`src/rtl/data_memory_arbiter.sv`:
```
// Round-robin arbiter sharing the single-port data memory between the core and the FIR accelerator.
// Optional locked bursts (bounded by MAX_LOCK) are enabled by defining DMEM_ARB_LOCK_EN.
module data_memory_arbiter #(
    parameter int unsigned ADDR_W   = 32,
    parameter int unsigned DATA_W   = 32,
    parameter int unsigned MAX_LOCK = 8
) (
    input  logic              clock,
    input  logic              resetN,
    input  logic              coreReqValid,
    input  logic              coreReqWrite,
    input  logic [2:0]        coreReqFunc3,
    input  logic [ADDR_W-1:0] coreReqAddr,
    input  logic [DATA_W-1:0] coreReqWdata,
    output logic              coreReqReady,
    output logic              coreRspValid,
    output logic [DATA_W-1:0] coreRspRdata,
    input  logic              accReqValid,
    input  logic              accReqWrite,
    input  logic [2:0]        accReqFunc3,
    input  logic [ADDR_W-1:0] accReqAddr,
    input  logic [DATA_W-1:0] accReqWdata,
    output logic              accReqReady,
    output logic              accRspValid,
    output logic [DATA_W-1:0] accRspRdata,
`ifdef DMEM_ARB_LOCK_EN
    input  logic              coreReqLock,
    input  logic              accReqLock,
`endif
    output logic              memoryReadEnable,
    output logic              memoryWriteEnable,
    output logic [2:0]        func3,
    output logic [ADDR_W-1:0] memoryAddress,
    output logic [DATA_W-1:0] writeData,
    input  logic [DATA_W-1:0] readData,
    output logic              grantOwner
);

    logic last_grant;
    logic rr_core;
    logic rr_acc;
    logic grant_core;
    logic grant_acc;
    logic sel_write;

    always_comb begin
        rr_core = coreReqValid && (!accReqValid || last_grant);
        rr_acc  = accReqValid && !rr_core;
    end

`ifdef DMEM_ARB_LOCK_EN
    localparam int unsigned CNT_W = $clog2(MAX_LOCK + 1);
    localparam logic [CNT_W-1:0] LOCK_LIMIT = CNT_W'(MAX_LOCK);

    logic             lock_on;
    logic             lock_port;
    logic [CNT_W-1:0] lock_cnt;
    logic             lock_hold;
    logic             granted_lock;

    // A locked port stays sole candidate until its streak reaches the limit.
    always_comb begin
        lock_hold = lock_on && (lock_cnt < LOCK_LIMIT) &&
                    (lock_port ? (accReqValid && accReqLock) : (coreReqValid && coreReqLock));
        grant_core   = resetN && (lock_hold ? !lock_port : rr_core);
        grant_acc    = resetN && (lock_hold ? lock_port : rr_acc);
        granted_lock = (grant_core && coreReqLock) || (grant_acc && accReqLock);
    end

    always_ff @(posedge clock or negedge resetN) begin
        if (!resetN) begin
            lock_on   <= 1'b0;
            lock_port <= 1'b0;
            lock_cnt  <= '0;
        end else if (lock_on && lock_cnt == LOCK_LIMIT) begin
            lock_on  <= 1'b0;
            lock_cnt <= '0;
        end else if (granted_lock) begin
            if (lock_on && lock_port == grant_acc) begin
                lock_cnt <= lock_cnt + CNT_W'(1);
            end else begin
                lock_on   <= 1'b1;
                lock_port <= grant_acc;
                lock_cnt  <= CNT_W'(1);
            end
        end else begin
            lock_on  <= 1'b0;
            lock_cnt <= '0;
        end
    end
`else
    always_comb begin
        grant_core = resetN && rr_core;
        grant_acc  = resetN && rr_acc;
    end
`endif

    always_comb begin
        coreReqReady      = grant_core;
        accReqReady       = grant_acc;
        sel_write         = grant_core ? coreReqWrite : accReqWrite;
        memoryWriteEnable = (grant_core || grant_acc) && sel_write;
        memoryReadEnable  = (grant_core || grant_acc) && !sel_write;
        func3             = '0;
        memoryAddress     = '0;
        writeData         = '0;
        if (grant_core) begin
            func3         = coreReqFunc3;
            memoryAddress = coreReqAddr;
            writeData     = coreReqWdata;
        end else if (grant_acc) begin
            func3         = accReqFunc3;
            memoryAddress = accReqAddr;
            writeData     = accReqWdata;
        end
    end

    always_ff @(posedge clock or negedge resetN) begin
        if (!resetN) begin
            last_grant   <= 1'b1;
            grantOwner   <= 1'b0;
            coreRspValid <= 1'b0;
            accRspValid  <= 1'b0;
            coreRspRdata <= '0;
            accRspRdata  <= '0;
        end else begin
            coreRspValid <= grant_core && !coreReqWrite;
            accRspValid  <= grant_acc && !accReqWrite;
            if (grant_core && !coreReqWrite) coreRspRdata <= readData;
            if (grant_acc && !accReqWrite) accRspRdata <= readData;
            if (grant_core || grant_acc) begin
                last_grant <= grant_acc;
                grantOwner <= grant_acc;
            end
        end
    end

endmodule

```
`config.mk`:
```
export PLATFORM = sky130hd
export DESIGN_NAME = data_memory_arbiter
export DESIGN_NICKNAME = d
export VERILOG_FILES = /design/src/rtl/data_memory_arbiter.sv
export SDC_FILE = /design/constraint.sdc
export NUM_CORES = 1
export LEC_CHECK = 0
export ABC_AREA = 1
export BUFFER_PORTS_ARGS = -buffer_cell sky130_fd_sc_hd__buf_2
export CORE_AREA = 2 2 119 121
export CTS_CLUSTER_SIZE = 30
export DETAILED_ROUTE_END_ITERATION = 12
export DIE_AREA = 0 0 121 123
export HOLD_SLACK_MARGIN = 0.05
export REMOVE_ABC_BUFFERS = 1
export SYNTH_ARGS = -nofsm -noshare
export SYNTH_HDL_FRONTEND = slang
export SYNTH_SLANG_ARGS = --single-unit
```
`constraint.sdc`:
```
create_clock -name clock -period 2.2 [get_ports clock]
set_clock_uncertainty 0.2 [all_clocks]
set_input_delay 0.44 -clock clock [delete_from_list [all_inputs] [get_ports clock]]
set_output_delay 0.44 -clock clock [all_outputs]
set_load 0.02 [all_outputs]
```
# Word level (Yosys, flattened, before mapping)
# Index checks and enable logic that the tools add are counted.
[totals] ff_bits=68 elab_cells=28 output_inout_bits=138
[op_classes] n_reduce_logical=15 muxes=7
[op_table] cell="$mux W32" n=4
[op_table] cell="$logic_and A1 B1 Y1" n=8
[op_table] cell="$mux W3" n=2
[op_table] cell="$logic_not A1 Y1" n=5
[op_table] cell="$logic_or A1 B1 Y1" n=2
[op_table] cell="$mux W1" n=1

# Logic depth before layout (Yosys ltp)
[depth] ltp_word=8 depth_mapped=9

# Worst setup path before layout
# Ideal clock, no wire load.
[synth_timing] path_kind="register to output" start="register last_grant" end="output writeData[22]" path_buffers=1 path_stages_with_launch=8 arrival_ns=1.323 path_slack_ns=0.237 path_cell_list="dfstp_2 > inv_1 > nand2_2 > nand3_2 > inv_2 > buf_2 > nand2_1 > nand2_1"
[synth_between] word_cells_on_any_way=8 cone_classes="2 x mux; 6 x reduce/logical"
[synth_rtl] item="start, declared" line="39" text="logic last_grant;"
[synth_rtl] item="start signal, assigned" line="132" text="last_grant <= grant_acc;"
[synth_rtl] item="$logic_or A1 B1 Y1" line="47" text="rr_core = coreReqValid && (!accReqValid || last_grant);"
[synth_rtl] item="$logic_and A1 B1 Y1" line="47"
[synth_rtl] item="$logic_and A1 B1 Y1" line="93" text="grant_core = resetN && rr_core;"
[synth_rtl] item="named net coreReqReady" line="15" text="output logic coreReqReady,"
[synth_rtl] item="$mux W32" line="107" text="if (grant_core) begin"
[synth_rtl] item="end, declared" line="34" text="output logic [DATA_W-1:0] writeData,"
# The timed path passes the listed nets, and every way through them passes these cells.

# Final worst setup path
[layout_timing] start="register last_grant" end="output memoryAddress[11]"
[layout_between] elab_chain_len=7 word_cells_on_any_way=8 cone_classes="2 x mux; 6 x reduce/logical"
[layout_rtl] item="$logic_or A1 B1 Y1 *" line="47"
[layout_rtl] item="$logic_and A1 B1 Y1 *" line="47"
[layout_rtl] item="$logic_not A1 Y1" line="48" text="rr_acc = accReqValid && !rr_core;"
[layout_rtl] item="$logic_and A1 B1 Y1" line="48"
[layout_rtl] item="$logic_and A1 B1 Y1" line="94" text="grant_acc = resetN && rr_acc;"
[layout_rtl] item="$mux W32" line="111" text="end else if (grant_acc) begin"
[layout_rtl] item="$mux W32 *" line="107"
[layout_rtl] item="end, declared" line="33" text="output logic [ADDR_W-1:0] memoryAddress,"
# Every way passes the cells marked *; elsewhere a longest branch is shown, timed or not.

==> run summary <==
The critical path capture point was memoryAddress[11]. The largest total area in the synthesized netlist belongs to dfrtp_1. The tools report the kind of start point of the critical path as a flop. Area added between synthesis and finish: 90.0%. The filler cells instantiated in the layout total 1378.

The number of antenna diodes in the final layout is 0. The share of the clock period used by the worst path after layout came out at 1.09. Counting distinct cell types in the post-synthesis netlist gives 17. The critical path in this run is classified as flop to output port.

At the worst endpoint, the arrival time is 1.75 ns. Via count of the first global-routing pass: 4503. Register area share after synthesis: 0.477.

Most frequent cell after synthesis: nand2_1. TritonCTS built the clock tree. The number of clock buffers added by TritonCTS is 9. In this run the vertical extent of the chip is 123 um. The H-tree depth was 3; the number of enable-type register cells in the synthesized netlist was 0. Count of port buffers added during placement: 309. Placement row count: 43. The run finished, with violations left. The normalized max-slew margin was 0.414. On the final layout, the worst hold slack is 0.122 ns. After detailed routing, the number of remaining DRC violations is 0. The register bit total from synthesis came out at 68. The beginning of the worst register-to-register path is last_grant. The number of pins with negative max-slew slack in the final report is 0, and the total of endpoints with negative setup slack in the final report is 71. The number of failing hold endpoints at the final stage is 0, and the post-synthesis average cell area is 6.87 um2. The worst-margin pin slew is 0.878 ns, and the I/O pin total is 310.

The tools report the weighted congestion reported at the end of routability-driven placement as 0.850. The run gives 0.263 as the starting utilization of the core area. The leakage power was 0.00401 uW; the count of cells along the worst register-to-register path was 8.

Ranked by total cell area, the synthesized netlist is headed by dfrtp_1, nand2_1, nand4_1, buf_2, buf_6. In the synthesized netlist, the cells that appear most often are nand2_1, dfrtp_1, nand4_1, buf_2, inv_1. Dividing the detail-routed wire length by the instance count gives 19.4 um. The width of the chip was 121 um; the CTS sink count was 68.

STA classifies the critical path endpoint as an output port. For this run, the top clock speed supported by timing is 418 MHz. The tools report the total track usage as 0.252. The final reports fail on setup timing. The core region is 13600 um2. The run gives 1032 as the post-layout instance count excluding filler cells. The run gives 20000 um as the routed wire length.

The tool flagged a number of max-cap violations equal to 0. The tools report the count of yosys warnings during synthesis as 0. For the final setup slack of the worst path, the log shows -0.194 ns.

The run gives 14500 um as the sum of net half-perimeters after detailed placement. The cell count after synthesis came out at 520. Dividing total power by cell area gives a power density of 727 nW/um2.

The area share of the largest cell type after synthesis is 0.469. The pin count of the biggest net entering global routing was 67; the insertion delay of the later-clocked pin in the worst-skew pair was 0.33 ns. The first-pass GRT wire length was 27500 um. The tree is rooted in a clkbuf_16. The logs give 0 for the remaining antenna violation count and 1.56 ns for the required time at the endpoint of the critical path.

The maximum fanout along the worst path works out to 5. The endpoint identified for the worst register-to-register timing path is accRspRdata[16]. The share of flip-flops with an asynchronous set or reset after synthesis was 1.00. In this run the register-to-register setup slack is 0.39 ns. Most common flop cell mapped by yosys: dfrtp_1. Summing internal, switching and leakage power gives 4940 uW. The routed layout has 4664 vias.

The critical path starts at last_grant. The via-per-instance ratio is 4.52. The total overflow left after global routing is 0. The CTS clock-pin slew for the worst setup and hold paths came out at 0.06 ns. Setup repair after global routing could not meet its margin everywhere. The final total negative setup slack was -9.70 ns; the ratio of cells with drive above 1 in the final layout was 0.528. The tools report the post-synthesis instance area as 3570 um2. Full die area: 14900 um2. The tightest min-delay check is of the input pin to flop type.

The logs give 2 for the number of buffers on the longest clock path and 1 for the initial antenna violation count. The run gives 0.000382 V as the largest vdd supply drop. The first routing iteration left 311 violations. The iteration count of the initial detailed-routing pass was 5.

The worst path needs 2.39 ns of the cycle, external delays included. Once placement completed, the tool counted placed cells totaling 999. In the final design database the tool counted 1019 nets.
## how the worst min path moves through the flow
stage,from,to,cells after the start
floorplan,resetN,accRspRdata[0],0
global placement,resetN,grantOwner,2
detailed placement,resetN,grantOwner,2
CTS,readData[0],coreRspRdata[0],3
global route,readData[16],coreRspRdata[16],3
finish,readData[0],coreRspRdata[0],3
## power by group
group	switching, uW	internal (uW)	total, uW
clock	541	877	1420
combinational	1140	731	1880
sequential	133	1510	1640
total	1820	3120	4940
## cell families after synthesis
| family | share of synthesized area |
|---|---|
| and+or+nand+nor | 0.461 |
| buffers and inverters | 0.0595 |
| DFF | 0.477 |
| AOI/OAI and AO/OA | 0.00280 |
## layout make-up
type,count,area (um2),area share
clock buffer,10,229,0.0337
clock inverter,6,63.8,0.00940
tap,180,225,0.0332
sequential,68,1700,0.251
inverter,9,55.1,0.00811
multi-input combinational,411,1990,0.293
timing repair buffer,347,2510,0.370
timing repair inverter,1,8.76,0.00129
## critical path, stage by stage (launching register included)
cell and delay (ns):
dfstp_2 0.52, inv_2 0.05, nand2_4 0.09, nand2_4 0.08, nand2_8 0.10, clkinv_8 0.09
buf_12 0.14, buf_8 0.13, nand2_4 0.05, nand2_2 0.05, buf_6 0.12
## registers in the layout, indices dropped and copies added, names as in the netlist
register      flops
accRspRdata      32
coreRspRdata     32
accRspValid       1
coreRspValid      1
grantOwner        1
last_grant        1
## placed cells by master, fill, tap and decap left out
cell type / count
nor2_1: 1
inv_6: 2
dfstp_2: 1
inv_1: 4
bufinv_16: 1
clkbuf_16: 11
nand3_4: 1
buf_2: 239
nand2_1: 291
buf_6: 70
nand2_4: 24
nand4_1: 34
nand2_2: 54
buf_16: 6
clkinv_8: 1
buf_4: 21
clkinvlp_4: 2
inv_2: 1
dfrtp_1: 67
clkinv_2: 3
clkinv_1: 1
dlygate4sd3_1: 1
nor2_4: 1
inv_8: 1
nor2_2: 1
buf_8: 3
clkbuf_1: 1
o21ai_0: 2
nand3_2: 1
buf_12: 5
nand2_8: 1
## metrics by stage
step                      setup WS [ns]  instance area (um2)   util
after floorplan                  -0.287                 3400      -
after global placement           0.0431                 5370  0.395
after detailed placement         0.0259                 5370  0.395
after CTS                        -0.171                 6510  0.478
after global routing             -0.243                 6790  0.499
final                            -0.194                 6790  0.499
## metal layers
layer  vias up  global-route usage  wire length, um
met1      2186               0.325             8280
met4         2              0.0531              222
li1       2271                   -                -
met5         -                   0               13
met2       187               0.401             9580
met3        18              0.0978             1900
## timing repair
item,CTS,global route
endpoints found under the hold margin,2,0
setup endpoints to repair,71,71
buffers inserted,4,3
gates cloned,7,3
hold buffers,1,0
gates resized for setup,199,66
pin swaps,16,30
Note: power is estimated with default switching activity, not from simulation.
